## src/rtl/clk_div_prog.sv

```systemverilog
`default_nettype none
// +--------------------------------------------------------------------------+
// | clk_div_prog : programmable 50%-duty clock divider, odd and even N       |
// | Revision     : 1.0                                                       |
// +--------------------------------------------------------------------------+
module clk_div_prog #(
  parameter int WIDTH   = 8,
  parameter int DEF_DIV = 5
) (
  input  logic             clk,
  input  logic             rst,
  input  logic             en,
  input  logic [WIDTH-1:0] div_in,
  input  logic             div_load,
  output logic             clk_out,
  output logic [WIDTH-1:0] count,
  output logic [WIDTH-1:0] div_act,
  output logic             div_busy,
  output logic             div_err,
  output logic             tick
);

  localparam logic [WIDTH-1:0] c_def_div = WIDTH'(DEF_DIV);
  localparam logic [WIDTH-1:0] c_min_div = WIDTH'(2);
  localparam logic [WIDTH-1:0] c_one     = WIDTH'(1);

  logic [WIDTH-1:0] count_q,   count_d;
  logic [WIDTH-1:0] div_act_q, div_act_d;
  logic [WIDTH-1:0] pend_q,    pend_d;
  logic             pos_q,     pos_d;
  logic             neg_q,     neg_d;
  logic             busy_q,    busy_d;
  logic             err_q,     err_d;
  logic             run_q,     run_d;

  logic w_tick;
  logic w_load_ok;
  logic w_load_bad;

  assign w_tick     = en && (count_q == div_act_q - c_one);
  assign w_load_ok  = div_load && (div_in >= c_min_div);
  assign w_load_bad = div_load && (div_in <  c_min_div);

  always_comb begin
    count_d   = count_q;
    div_act_d = div_act_q;
    pend_d    = pend_q;
    pos_d     = pos_q;
    busy_d    = busy_q;
    err_d     = 1'b0;
    run_d     = en;
    if (rst) begin
      count_d   = '0;
      div_act_d = c_def_div;
      pend_d    = '0;
      pos_d     = 1'b0;
      busy_d    = 1'b0;
      run_d     = 1'b0;
    end else begin
      err_d = w_load_bad;
      // Divisor changes land only on a period boundary (or while stopped).
      if (!en) begin
        if (w_load_ok) begin
          div_act_d = div_in;
          busy_d    = 1'b0;
        end else if (busy_q) begin
          div_act_d = pend_q;
          busy_d    = 1'b0;
        end
      end else if (w_load_ok) begin
        if (w_tick) begin
          div_act_d = div_in;
          busy_d    = 1'b0;
        end else begin
          pend_d = div_in;
          busy_d = 1'b1;
        end
      end else if (w_tick && busy_q) begin
        div_act_d = pend_q;
        busy_d    = 1'b0;
      end

      // The wrap decision uses the old divisor; the high phase uses the new one.
      if (!en || !run_q || w_tick) begin
        count_d = '0;
      end else begin
        count_d = count_q + c_one;
      end
      pos_d = en && (count_d < (div_act_d >> 1));
    end
  end

  always_comb begin
    neg_d = rst ? 1'b0 : pos_q;
  end

  always_ff @(posedge clk) begin
    count_q   <= count_d;
    div_act_q <= div_act_d;
    pend_q    <= pend_d;
    pos_q     <= pos_d;
    busy_q    <= busy_d;
    err_q     <= err_d;
    run_q     <= run_d;
  end

  // Half-cycle delayed copy stretches the high phase by half a clk for odd N.
  always_ff @(negedge clk) begin
    neg_q <= neg_d;
  end

  assign clk_out  = pos_q | (neg_q & div_act_q[0]);
  assign count    = count_q;
  assign div_act  = div_act_q;
  assign div_busy = busy_q;
  assign div_err  = err_q;
  assign tick     = w_tick;

endmodule
`default_nettype wire

```

## config.mk

```make
export PLATFORM = sky130hd
export DESIGN_NAME = clk_div_prog
export DESIGN_NICKNAME = d
export VERILOG_FILES = /design/src/rtl/clk_div_prog.sv
export SDC_FILE = /design/constraint.sdc
export NUM_CORES = 1
export LEC_CHECK = 0
export CAP_MARGIN = 20
export CORE_MARGIN = 2
export CORE_UTILIZATION = 45
export CTS_CLUSTER_DIAMETER = 30
export DETAILED_ROUTE_END_ITERATION = 7
export GPL_TIMING_DRIVEN = 0
export PLACE_DENSITY = 0.69
export SLEW_MARGIN = 20
export SYNTH_ARGS = -nofsm -noshare
export SYNTH_HDL_FRONTEND = slang
export SYNTH_SLANG_ARGS = --single-unit
```

## constraint.sdc

```tcl
create_clock -name clk -period 9.85 [get_ports clk]
set_input_delay 1.97 -clock clk [delete_from_list [all_inputs] [get_ports clk]]
set_output_delay 1.97 -clock clk [all_outputs]
set_load 0.02 [all_outputs]
```

# Word level (Yosys, flattened, before mapping)
# Index checks and enable logic that the tools add are counted.
[op_classes]
n_addsub = 2
magnitude_cmp = 3
eq_ne = 3
mux = 12
bitwise_logic = 4
n_reduce_logical = 14
[ops]
columns = ["operator", "n"]
rows = [
  ["$mux W8", 9],
  ["$add A8 B1 Y8 const B", 1],
  ["$eq A8 B8 Y1", 1],
  ["$ge A8 B2 Y1 const B", 1],
  ["$lt A8 B2 Y1 const B", 1],
  ["$lt A8 B7 Y1", 1],
  ["$sub A8 B1 Y8 const B", 1],
  ["$reduce_and A3 Y1", 2],
  ["$logic_and A1 B1 Y1", 5],
  ["$ne A4 B2 Y1 const B", 1],
  ["$ne A4 B4 Y1 const B", 1],
  ["$reduce_bool A4 Y1", 1],
  ["$mux W1", 3],
  ["$logic_not A1 Y1", 2],
  ["$logic_or A1 B1 Y1", 2],
  ["$not A1 Y1", 2],
  ["$reduce_bool A2 Y1", 1],
  ["$reduce_or A2 Y1", 1],
  ["$and A1 B1 Y1", 1],
  ["$or A1 B1 Y1", 1],
]
[word_totals]
regBits = 29
in_bits = 12

# Longest topological paths before layout
# Gate-level depths: netlist of the first run.
[logic_depth]
word_depth = 10
ltp_mapped = 18
depth_no_buf = 16

==> results.toml, run 1 <==
[detailed_routing]
first_pass_iters = 6
detail_route.wl_per_cell_um = 15.73
ant_nets = 0
via_per_inst = 5.832
drc = 0
first_iter_violations = 185
via_count = 1878
wirelength_um = 5064

[setup_path]
reg2reg_from = "pos_q"
r2r_slack_ns = 4.41
r2r-end = "neg_q"
criticalPathCategory = "flip-flop to output port"
crit_required_ns = 7.88
worstPathArrival_ns = 6.27
r2r_cells = 1
setup.worst_path.end_class = "output port"
cp_max_fo = 1
worst_setup_path_start_kind = "flip-flop"

[logic_synthesis]
synth_edf_count = 0
ys_seq_area_share_pct = 30.25
syn_avg_cell_area_um2 = 8.167
synth_top_flop_cell = "dfxtp_1"
synthCells = 235
synthArstFlopShare_pct = 0
ys_seq_elements = 29
synth_common_cells = "29 x dfxtp_1, 29 x nor2_1, 17 x o21ai_0"
syn_nets = 255
yosys.cell_types.count = 56
synth_warnings = 0
synth_area_leaders = "dfxtp_1 30%, nor2_1 5.7%, ha_1 5.2%"
yosys.area.top_type = "dfxtp_1"
netlist_area_um2 = 1919
yosys.area.top_type_share_pct = 30.25

[sta]
tns_ns = 0
slew_headroom_pct = 49.20
drv_slew = 0
setup_viol_count_final = 0
finClkSkew_ns = 0.05385
worst_pin_slew_ns = 0.7604
holdWs_ns = 0.4899
hold_viol = 0
rsz0062_at_grt = "false"

[min_path]
min_path_cells = 2
min_delay_worst_endpoint = "pend_q[5]"
min_path_type = "flip-flop to flip-flop"
min-delay-start = "pend_q[5]"

[run]
max_cap_violations = 0

[placement]
dp_cells = 314
port_buffers = 29
place_congestion = 0.8385
dpl.hpwl_um = 3803

[floorplanning]
row_count = 23
die-area_um2 = 4804
core_region_area_um2 = 4058
ioPinCount = 32
start_util_pct = 47.30
die_h_um = 69.31
die_w_um = 69.31

[clocking]
clkSlewWorstSetupHoldPaths_ns = 0.06
cts-htree-levels = 2
clk_latency_ns = 0.34
cts_buffer_depth = 2
cts_made_buffers = 5
root_buffer = "clkbuf_8"
cts_sinks = 29
cts_resized = 0
post_cts_buffers = 0
ctsHoldBuffers = 0
cts_tree = "done"

[cells_and_area]
diodes = 0
final_cell_count_no_fill = 322
drive_gt1_share_pct = 9.926
final_nets = 291
syn_to_final_growth_pct = 23.08

[global_route]
grt_first_pass_wirelength_um = 8349
grt_max_degree = 11
grt_use_total_pct = 22.00
grt_pass1_vias = 1686
grt-ovfl-total = 0
antenna_found_initial = 0

[pwr]
p_total_uw = 310.5
max-vdd-ir-drop_uv = 94.29
leakagePower_uw = 0.0009467
p_per_area_nw_per_um2 = 131.5

[status]
status = "completed"
[layout by cell type, fill, tap and decap left out, types with 2 or more instances in the layout]
master and n:
xor2_1 6, buf_2 2, a21oi_1 10, a211oi_1 5, clkbuf_8 6, ha_1 8
and2_1 2, o211a_1 8, nor3_1 3, xnor2_1 10, a31o_2 7, clkbuf_1 9
o22ai_1 4, o31a_1 2, nand3_1 7, o21ai_0 17, nor2_1 29, o21a_1 7
nand4_1 3, and3_1 2, inv_1 13, o21ai_1 2, clkdlybuf4s50_1 29, mux2i_1 4
dfxtp_1 29, o211ai_1 2, a21o_1 2, nand2_1 11, and3b_1 2, nor4_1 3
[worst max-delay path by stage]
stage | startpoint | to | slack, ns | cells after the start
after global routing | neg_q | clk_out | 1.58 | 2
after CTS | neg_q | clk_out | 1.60 | 2
after detailed placement | neg_q | clk_out | 1.96 | 2
after global placement | neg_q | clk_out | 1.96 | 2
after floorplan | neg_q | clk_out | 2.44 | 1
final | neg_q | clk_out | 1.61 | 2
[power by group]
group / internal, µW / total (µW) / leakage [µW] / switching (µW)
sequential: 124 / 131 / 0.000237 / 7.51
combinational: 33.9 / 75.8 / 0.000655 / 41.9
clock: 56.4 / 104 / 0.0000550 / 47.4
[sequential cells by signal, indices dropped and copies added (netlist names)]
signal and flops:
div_act 8, run_q 1, neg_q 1, div_busy 1
count 8, div_err 1, pos_q 1, pend_q 8
[final cells by class]
| type | count | area (µm²) |
|---|---|---|
| Clock inverter | 2 | 7.507 |
| Buffer | 12 | 55.05 |
| Tap cell | 50 | 62.56 |
| Clock buffer | 7 | 86.33 |
| Inverter | 11 | 41.29 |
| Sequential cell | 29 | 580.6 |
| Timing Repair Buffer | 29 | 290.3 |
| Multi-Input combinational cell | 182 | 1239 |
| Fill cell | 379 | 1695 |
[cell families after synthesis]
family	share of synthesized area, %
xor+xnor	7.301
buf+inv	5.215
fa+ha+maj	5.215
flops	30.25
mux	2.673
simple gates	19.10
compound gates	30.25
[routing by layer]
metal	share of wire [%]	global-route usage, %
met5	0	0
met4	0.75	7.190
met3	6.7	5.523
met2	45	33.12
met1	48	30.73
[per-stage QoR]
step	util [%]	area, µm²	setup slack, ns
after floorplan	-	1919	2.438
after global placement	56.00	2272	1.959
after detailed placement	56.00	2272	1.957
after CTS	58.22	2362	1.605
after global routing	58.22	2362	1.577
final	58.22	2362	1.614
[worst max-delay path, cell delays in order, from the launching register on]
cell and delay, ns:
dfxtp_1 0.29, a21o_2 0.19, clkdlybuf4s50_1 0.52
Power figures use the tool's default switching activity.
==> inputs of run 2 (changes only) <==
==> constraint.sdc (replaced) <==
create_clock -name clk -period 8 [get_ports clk]
set_input_delay 1.6 -clock clk [delete_from_list [all_inputs] [get_ports clk]]
set_output_delay 1.6 -clock clk [all_outputs]
set_load 0.02 [all_outputs]
==> results of run 2 <==
Same layout as run 1 (identical final DEF). Status: completed.
Main changes from that run: setup slack after placement 1.957 ns -> 1.402 ns; setup slack after layout 1.614 ns -> 1.059 ns; register-to-register setup slack 4.41 ns -> 3.49 ns; total power 310.5 µW -> 382.4 µW; worst IR drop on VDD 94.29 µV -> 116.1 µV
==> inputs of run 3 (changes only) <==
--- a/config.mk
+++ b/config.mk
@@ -8,7 +8,6 @@
 export CAP_MARGIN = 20
 export CORE_MARGIN = 2
 export CORE_UTILIZATION = 45
-export CTS_CLUSTER_DIAMETER = 30
 export DETAILED_ROUTE_END_ITERATION = 7
 export GPL_TIMING_DRIVEN = 0
 export PLACE_DENSITY = 0.69
==> results of run 3 <==
Same layout as run 1 (identical final DEF). Status: completed.
Main changes from that run: setup slack after placement 1.957 ns -> 1.402 ns; setup slack after layout 1.614 ns -> 1.059 ns; register-to-register setup slack 4.41 ns -> 3.49 ns; total power 310.5 µW -> 382.4 µW; worst IR drop on VDD 94.29 µV -> 116.1 µV
